--- src/rtl/npu_pkg.sv ---
// Shared definitions for the NPU sequencer: state encoding and state-class helpers.
package npu_pkg;

   localparam int NPU_STATE_W = 3;

   typedef logic [NPU_STATE_W-1:0] npu_state_t;

   localparam npu_state_t ST_IDLE      = 3'd0;
   localparam npu_state_t ST_CONFIG    = 3'd1;
   localparam npu_state_t ST_FEED      = 3'd2;
   localparam npu_state_t ST_STALL_IN  = 3'd3;
   localparam npu_state_t ST_DRAIN     = 3'd4;
   localparam npu_state_t ST_STALL_OUT = 3'd5;

   function automatic logic is_compute(input npu_state_t s);
      return (s == ST_FEED) || (s == ST_STALL_IN) || (s == ST_DRAIN) || (s == ST_STALL_OUT);
   endfunction

   function automatic logic is_stall(input npu_state_t s);
      return (s == ST_STALL_IN) || (s == ST_STALL_OUT);
   endfunction

endpackage

--- src/rtl/npu_seq_counter.sv ---
// Running word counter for one side of an invocation; stops at its limit so it never wraps.
module npu_seq_counter #(
   parameter int CNT_W = 16
) (
   input  logic             CLK,
   input  logic             RST,
   input  logic             clr,
   input  logic             inc,
   input  logic [CNT_W-1:0] limit,
   output logic [CNT_W-1:0] count,
   output logic             at_limit
);

   localparam logic [CNT_W-1:0] ONE = 1;

   assign at_limit = (count == limit);

   always_ff @(posedge CLK) begin
      if (RST || clr)
         count <= '0;
      else if (inc && !at_limit)
         count <= count + ONE;
   end

endmodule

--- src/rtl/npu_seq_ctrl.sv ---
// NPU sequencer: loads per-invocation word counts, then gates input reads (FEED)
// and output writes (DRAIN) for the scheduler, with stall tracking and statistics.
module npu_seq_ctrl
   import npu_pkg::*;
#(
   parameter int CNT_W = 16,
   parameter int CFG_W = 16,
   parameter int INV_W = 32,
   parameter int STL_W = 16
) (
   input  logic                   CLK,
   input  logic                   RST,
   input  logic [CFG_W-1:0]       cfg_data,
   input  logic                   cfg_in_we,
   input  logic                   cfg_out_we,
   input  logic                   cfg_fifo_empty,
   input  logic                   in_fifo_empty,
   input  logic                   out_fifo_full,
   input  logic                   sched_rd_req,
   input  logic                   sched_wr_req,
   input  logic                   abort,
   output logic                   in_fifo_rd_en,
   output logic                   out_fifo_wr_en,
   output logic [NPU_STATE_W-1:0] state_enc,
   output logic                   st_idle,
   output logic                   st_config,
   output logic                   st_compute,
   output logic                   st_stall,
   output logic                   inputs_done,
   output logic                   inv_done,
   output logic [INV_W-1:0]       inv_count,
   output logic [STL_W-1:0]       stall_cycles
);

   localparam logic [CNT_W:0]   CNT_ONE = 1;
   localparam logic [INV_W-1:0] INV_ONE = 1;
   localparam logic [STL_W-1:0] STL_ONE = 1;

   npu_state_t       state, nxt;
   logic [CNT_W-1:0] in_cnt, out_cnt, in_cur, out_cur;
   logic             in_term, out_term, in_last, out_last;
   logic             abort_c, feed_done, drain_done, in_clr, out_clr;

   generate
      if (CFG_W > CNT_W) begin : g_cfg_hi
         logic unused_cfg_hi;
         assign unused_cfg_hi = ^cfg_data[CFG_W-1:CNT_W];
      end
   endgenerate

   // Widened compare so a limit of all-ones cannot alias through wrap-around.
   assign in_last  = (({1'b0, in_cur}  + CNT_ONE) == {1'b0, in_cnt});
   assign out_last = (({1'b0, out_cur} + CNT_ONE) == {1'b0, out_cnt});

   assign abort_c    = abort && is_compute(state);
   assign feed_done  = (state == ST_FEED)  && !abort && ((in_fifo_rd_en  && in_last)  || in_term);
   assign drain_done = (state == ST_DRAIN) && !abort && ((out_fifo_wr_en && out_last) || out_term);
   assign in_clr     = abort_c || feed_done;
   assign out_clr    = abort_c || drain_done;

   npu_seq_counter #(.CNT_W(CNT_W)) u_in_ctr (
      .CLK      (CLK),
      .RST      (RST),
      .clr      (in_clr),
      .inc      (in_fifo_rd_en),
      .limit    (in_cnt),
      .count    (in_cur),
      .at_limit (in_term)
   );

   npu_seq_counter #(.CNT_W(CNT_W)) u_out_ctr (
      .CLK      (CLK),
      .RST      (RST),
      .clr      (out_clr),
      .inc      (out_fifo_wr_en),
      .limit    (out_cnt),
      .count    (out_cur),
      .at_limit (out_term)
   );

   // State register; flags are flopped from the next state so they track state exactly.
   always_ff @(posedge CLK) begin
      if (RST) begin
         state      <= ST_IDLE;
         st_idle    <= 1'b1;
         st_config  <= 1'b0;
         st_compute <= 1'b0;
         st_stall   <= 1'b0;
      end else begin
         state      <= nxt;
         st_idle    <= (nxt == ST_IDLE);
         st_config  <= (nxt == ST_CONFIG);
         st_compute <= is_compute(nxt);
         st_stall   <= is_stall(nxt);
      end
   end

   always_comb begin
      nxt = state;
      if (abort_c)
         nxt = ST_IDLE;
      else begin
         case (state)
            ST_IDLE: begin
               if (!in_fifo_empty)       nxt = ST_FEED;
               else if (!cfg_fifo_empty) nxt = ST_CONFIG;
            end
            ST_CONFIG:    if (cfg_fifo_empty) nxt = ST_IDLE;
            ST_FEED: begin
               if (feed_done)          nxt = ST_DRAIN;
               else if (in_fifo_empty) nxt = ST_STALL_IN;
            end
            ST_STALL_IN:  if (!in_fifo_empty) nxt = ST_FEED;
            ST_DRAIN: begin
               if (drain_done)                         nxt = ST_IDLE;
               else if (sched_wr_req && out_fifo_full) nxt = ST_STALL_OUT;
            end
            ST_STALL_OUT: if (!out_fifo_full) nxt = ST_DRAIN;
            default:      nxt = ST_IDLE;
         endcase
      end
   end

   always_comb begin
      in_fifo_rd_en  = 1'b0;
      out_fifo_wr_en = 1'b0;
      if (!RST && !abort) begin
         if (state == ST_FEED)
            in_fifo_rd_en = sched_rd_req && !in_fifo_empty && !in_term;
         if (state == ST_DRAIN)
            out_fifo_wr_en = sched_wr_req && !out_fifo_full && !out_term;
      end
   end

   assign state_enc   = state;
   assign inputs_done = (state == ST_DRAIN) || (state == ST_STALL_OUT);

   always_ff @(posedge CLK) begin
      if (RST) begin
         in_cnt  <= '0;
         out_cnt <= '0;
      end else if (state == ST_CONFIG) begin
         if (cfg_in_we)  in_cnt  <= cfg_data[CNT_W-1:0];
         if (cfg_out_we) out_cnt <= cfg_data[CNT_W-1:0];
      end
   end

   always_ff @(posedge CLK) begin
      if (RST) begin
         inv_done     <= 1'b0;
         inv_count    <= '0;
         stall_cycles <= '0;
      end else begin
         inv_done <= drain_done;
         if (drain_done)
            inv_count <= inv_count + INV_ONE;
         if (is_stall(state) && (stall_cycles != '1))
            stall_cycles <= stall_cycles + STL_ONE;
      end
   end

endmodule
--- config.mk ---
export PLATFORM = sky130hd
export DESIGN_NAME = npu_seq_ctrl
export DESIGN_NICKNAME = d
export VERILOG_FILES = /design/src/rtl/npu_pkg.sv /design/src/rtl/npu_seq_counter.sv /design/src/rtl/npu_seq_ctrl.sv
export SDC_FILE = /design/constraint.sdc
export NUM_CORES = 1
export LEC_CHECK = 0
export CORE_ASPECT_RATIO = 1.25
export CORE_MARGIN = 2
export CORE_UTILIZATION = 57
export DETAILED_ROUTE_END_ITERATION = 8
export GPL_TIMING_DRIVEN = 0
export PLACE_DENSITY = 0.77
export SLEW_MARGIN = 5
export SYNTH_ARGS = -nofsm -noshare
export SYNTH_HDL_FRONTEND = slang
export SYNTH_HIERARCHICAL = 1
export SYNTH_SLANG_ARGS = --single-unit
--- constraint.sdc ---
create_clock -name CLK -period 4.28 [get_ports CLK]
set_clock_uncertainty 0.05 [all_clocks]
set_input_delay 1.07 -clock CLK [delete_from_list [all_inputs] [get_ports CLK]]
set_output_delay 1.07 -clock CLK [all_outputs]
set_load 0.01 [all_outputs]
Yosys cells after proc, flatten, opt, wreduce, memory -nomap -nowiden. Index checks and enable logic that the tools add are counted.

Logic and storage cells: 89. Register bits after elaboration: 120. Input bits: 26. Output and inout bits: 59.

Multiplexer cells: 15. Reductions and logical operators: 41. Add/sub/neg operators: 6. Equality and inequality tests: 15.

Operators by type and width (count): $add A16 B1 Y16 const B (3); $add A16 B1 Y17 const B (2); $eq A17 B16 Y1 (2); $add A32 B1 Y32 const B (1); $eq A16 B16 Y1 (2); $mux W3 (10); $pmux W3 S6 (1); $logic_and A1 B1 Y1 (16); $ne A16 B16 Y1 const B (1); $logic_or A1 B1 Y1 (15); $eq A3 B2 Y1 const B (4); $eq A3 B3 Y1 const B (4); $eq A3 B1 Y1 const B (2); $logic_not A1 Y1 (6); $logic_not A3 Y1 (2); $mux W1 (4); $reduce_and A2 Y1 (2).

Logic depth before layout (Yosys ltp).
Depth in word-level cells: 15. Mapped depth: 16. Depth with buffers taken out: 14.

By module. Netlist, hierarchy kept.

Modules (own cells, without submodules): npu_seq_ctrl (seq. area each 1761.7 sq um, cells each 666, instances 1, area each 5262.5 sq um); npu_seq_counter (seq. area each 320.3 sq um, cells each 119, instances 2, area each 996.0 sq um).

Worst setup path after synthesis. Ideal clock, no wire load.

Kind: register to register. From: reg u_out_ctr.count[7]. To: reg u_out_ctr.count[11]. Buffers on the path: 3. Arrival: 3.321 ns. Library setup time: 0.132 ns. Cell stages (with the launch flop): 17. Clock period less this slack: 3.503 ns. Data required time: 4.098 ns. Setup slack: 0.777 ns. Cells stage by stage: dfxtp_1 -> xor2_1 -> nor4_1 -> nand4_2 -> inv_2 -> buf_4 -> buf_6 -> nor4b_1 -> o2111ai_1 -> or4_4 -> a2111oi_4 -> o2111a_1 -> nor2_1 -> nand2_1 -> or2_2 -> clkbuf_1 -> a21oi_1.

Cells in the longest elaborated chain, start to end: 10. Elaborated cells between the ends (all ways): 14. Those cells by class: 2 x add/sub; 2 x eq/ne; 2 x mux; 8 x reduce/logical.

Ends and longest elaborated chain: start, declared (RTL line npu_seq_counter.sv:10) `output logic [CNT_W-1:0] count,`; start signal, assigned (RTL line npu_seq_counter.sv:22) `count <= count + ONE;`; $eq A16 B16 Y1 * (RTL line npu_seq_counter.sv:16) `assign at_limit = (count == limit);`; net out_term (RTL line npu_seq_ctrl.sv:41) `logic in_term, out_term, in_last, out_last;`; $logic_not A1 Y1 (RTL line npu_seq_ctrl.sv:131) `out_fifo_wr_en = sched_wr_req && !out_fifo_full && !out_term;`; $logic_and A1 B1 Y1 (RTL line npu_seq_ctrl.sv:131); $mux W1 (RTL line npu_seq_ctrl.sv:130) `if (state == ST_DRAIN)`; $mux W1 (RTL line npu_seq_ctrl.sv:127) `if (!RST && !abort) begin`; $logic_and A1 B1 Y1 (RTL line npu_seq_ctrl.sv:57) `assign drain_done = (state == ST_DRAIN) && !abort && ((out_fifo_wr_en && out_last) || out_term);`; $logic_or A1 B1 Y1 * (RTL line npu_seq_ctrl.sv:57); $logic_and A1 B1 Y1 * (RTL line npu_seq_ctrl.sv:57); $logic_or A1 B1 Y1 * (RTL line npu_seq_ctrl.sv:59) `assign out_clr = abort_c || drain_done;`; net out_clr (RTL line npu_seq_ctrl.sv:42) `logic abort_c, feed_done, drain_done, in_clr, out_clr;`; $logic_or A1 B1 Y1 * (RTL line npu_seq_counter.sv:19) `if (RST || clr)`.

The timed path passes the listed nets; every way through them passes the cells marked *. A chain may end at the register's enable or synchronous reset.

Final worst setup path.
From: reg u_in_ctr.count[2]. To: out in_fifo_rd_en.

Cells in the longest elaborated chain, start to end: 5.

Ends and longest elaborated chain: start, declared (RTL line npu_seq_counter.sv:10); start signal, assigned (RTL line npu_seq_counter.sv:22); $eq A16 B16 Y1 (RTL line npu_seq_counter.sv:16); net in_term (RTL line npu_seq_ctrl.sv:41); $logic_not A1 Y1 (RTL line npu_seq_ctrl.sv:129) `in_fifo_rd_en = sched_rd_req && !in_fifo_empty && !in_term;`; $logic_and A1 B1 Y1 (RTL line npu_seq_ctrl.sv:129); $mux W1 (RTL line npu_seq_ctrl.sv:128) `if (state == ST_FEED)`; $mux W1 (RTL line npu_seq_ctrl.sv:127); end, declared (RTL line npu_seq_ctrl.sv:22) `output logic in_fifo_rd_en,`.

The timed path passes the listed nets, and every way through them passes these cells.

==> impl_metrics.csv <==
group,metric,value,unit
sta,finalSetupViolCount,0,
cells_and_area,antenna_cells,0,
yosys,synth_compound_area_share,17.4,%
yosys,ys_seq_area_share,33.1,%
setup_path,startpoint_type,"flip-flop",
sta,min_period,4.19,ns
pwr,p_total,2.99,mW
route,wirelength,19900,microns
cells_and_area,area_delta_synth_final,23.1,%
cells_and_area,finalNetCount,1038,
setup_path,worstSetupPathType,"flip-flop to primary output",
floorplan,dieHeight,130,microns
floorplan,core_area,12500,sq um
yosys,synthesis.nets,936,
sta,fin_crit_sh,97.9,%
cells_and_area,mostFrequentLayoutCell,"nand2_1",
route,firstDrtPassIters,6,
floorplan,ios,85,
placement,dp_hpwl,14200,microns
yosys,synth_xor_area_share,9.54,%
sta,slew_headroom,26.0,%
placement,gp_congestion,0.923,
sta,maxSlewViolCount,0,
route,vias,7071,
hold_path,min_path_type,"flip-flop to flip-flop",
yosys,synth_top_family_by_area,"simple AND/OR/NAND/NOR gates",
setup_path,critPathArrivalTime,3.07,ns
cts,worstSkewPairLatency,0.42,ns
global_route,grt_pass1_vias,6554,
floorplan,die_area,13700,sq um
pwr,pwr-share-seq,38.9,%
route,drtAntennaViolNets,0,
cts,cts_buffers,17,
pwr,p_clk_share,48.5,%
floorplan,core.rowCount,46,
cells_and_area,final_cell_mix,"126 x nand2_1, 104 x dfxtp_1, 83 x clkdlybuf4s50_1",
yosys,ys_warn_count,6,
yosys,synthSimpleGateAreaFrac,29.6,%
pwr,switching_share,28.0,%
pwr,vdd_ir_drop_max,0.327,mV
placement,placed_cells,1156,
cts,htreeDepth,4,
pwr,p_per_area,335,nW/um^2
floorplan,initial_core_util,57.8,%
global_route,grt_pass1_wl,31700,microns
cells_and_area,fill_cells,1049,
setup_path,cp_cell_sequence,"xor2_1, nor4_1, nand4_2, inv_2, buf_4, buf_6, nor4b_1, and3_1, clkdlybuf4s50_1",
placement,port_buffers,84,
setup_path,required,3.16,ns
yosys,synthFlopType,"dfxtp_1",
global_route,grt_max_degree,17,
placement,dpl_cell_area,8310,sq um
route,viasPerCell,5.96,
yosys,yosys-mux-area-fraction,5.47,%
cts,clkTransAtPathRegs,0.06,ns
floorplan,die_w,105,microns
pwr,combPwrFrac,12.6,%
cts,root_buffer,"clkbuf_16",
global_route,antenna_found_initial,0,
yosys,synth_fa_ha_area_share,1.03,%
cts,cts_tree,"yes",
sta,tightestPinTransition,1.10,ns
pwr,p_sw,838,uW
setup_path,path_max_fanout,13,
setup_path,critPathMaxStageDelay,0.60,ns
setup_path,cp_top_family,"buffers and inverters",
cells_and_area,layout.cells.non_filler,1187,
cts,cts_buffer_depth,2,
yosys,netlist_area,7250,sq um
sta,final_hold_viol_count,0,
route,wire_per_inst,16.7,microns
setup_path,critPathBufInv,4,
yosys,synth_edf_count,0,
yosys,synth_cell_types,66,
setup_path,critPathSlowestCell,"dfxtp_1",
yosys,synth_cells,904,
outcome,outcome,"completed",
route,drtIter0Drc,406,
global_route,grt_usage,29.0,%
setup_path,end_kind,"primary output",
yosys,async_reset_ff_share,0,%
sta,max_freq,0.239,GHz
cells_and_area,fin_area,8930,sq um
route,post-route-drc-count,0,
pwr,p_leak,3.24,nW
pwr,p_int,2.15,mW
job,drv_cap,0,
yosys,avgSynthCellArea,8.02,sq um
yosys,ys_seq_elements,120,
global_route,overflow,0,
cts,clock_sinks,120,
cells_and_area,drive_above_1_share,10.2,%
==> registers in the layout, indices dropped and copies added (netlist names) <==
signal	count
u_out_ctr/count	16
st_config	1
state_enc	3
inv_count	32
st_stall	1
st_compute	1
out_cnt	16
in_cnt	16
u_in_ctr/count	16
inv_done	1
stall_cycles	16
st_idle	1
==> routing by layer <==
layer  routed length [microns]  track usage [%]  vias up  part of all wire, %
li1                          -                -     3487                    -
met2                      9820             51.0      209                   49
met1                      8570             34.6     3332                   43
met3                       901             5.59       43                  4.5
met4                       558             12.3        0                  2.8
met5                         0                0        -                    0
==> final cells by class <==
type                    instances  area [sq um]  share of cell area, %
well taps                     168           210                   2.35
flip-flops and latches        120          2420                   27.1
multi-input cells             725          4590                   51.4
inverters                      22          82.6                  0.925
plain buffers                  36           194                   2.17
clock buffers                  17           425                   4.76
clock inverters                15           166                   1.86
repair buffers                 84           843                   9.44
==> stage by stage <==
step	setup TNS, ns	setup slack, ns	util [%]	hold WS (ns)
2_1_floorplan	0	0.777	-	0.422
6_report	0	0.0910	71.2	0.444
3_3_place_gp	-15.69	-0.473	66.2	0.433
3_5_place_dp	-16.35	-0.455	66.2	0.438
4_1_cts	0	0.00373	70.9	0.446
5_1_grt	-0.0118	-0.0117	71.2	0.471
==> power groups by stage <==
stage               Sequential, mW  Combinational (mW)  Clock (mW)
finish                        1.16               0.377        1.45
global route                  1.16               0.407        1.51
CTS                           1.16               0.369        1.45
detailed placement            1.19               0.367           0
global placement              1.19               0.367           0
floorplan                     1.18               0.239           0
==> worst register-to-register path: cells and delay by family, from the launching register on <==
family	cells	cell delay (ns)
XOR/XNOR	1	0.26
AND/OR/NAND/NOR	7	1.36
AO/OA/AOI/OAI	4	1.05
buffers and inverters	4	0.64
flip-flops	1	0.56
==> cell usage after synthesis (all sizes together) (19+ instances only) <==
master | number | area, sq um
nand2 | 126 | 473
xor2 | 54 | 473
and3 | 19 | 119
or4 | 19 | 146
mux2 | 29 | 327
dfxtp | 120 | 2400
nor2b | 30 | 188
nor2 | 74 | 278
o21ai | 21 | 105
inv | 22 | 82.6
a21oi | 84 | 484
clkbuf | 25 | 93.8
xnor2 | 25 | 219
nand4 | 30 | 206
o31ai | 19 | 143
nand3 | 47 | 235
==> logic make-up (layout without fill, tap and decap cells) <==
family          Yosys count  after routing
flops                   120            120
mux                      36             36
simple gates            418            418
buf+inv                  59            174
compound gates          186            186
fa+ha+maj                 6              6
xor+xnor                 79             79
==> final timing paths <==
kind                                   start                               to  slack (ns)  cells after the start
max           u_in_ctr/count[2]$_SDFFE_PP0P_                    in_fifo_rd_en        0.09                      9
min                  in_cnt[10]$_SDFFE_PP0P_          in_cnt[10]$_SDFFE_PP0P_        0.44                      2
max reg2reg  u_in_ctr/count[10]$_SDFFE_PP0P_  u_in_ctr/count[13]$_SDFFE_PP0P_        0.25                     16
min reg2reg          in_cnt[10]$_SDFFE_PP0P_          in_cnt[10]$_SDFFE_PP0P_        0.44                      2
==> timing repair <==
item                       in CTS  in global routing
hold buffers                    0                  0
setup buffers                   0                  0
setup endpoints to repair      10                 54
pin swaps                       0                  0
gates resized for setup         0                 21
No activity file was read; power rests on OpenSTA's default activity.
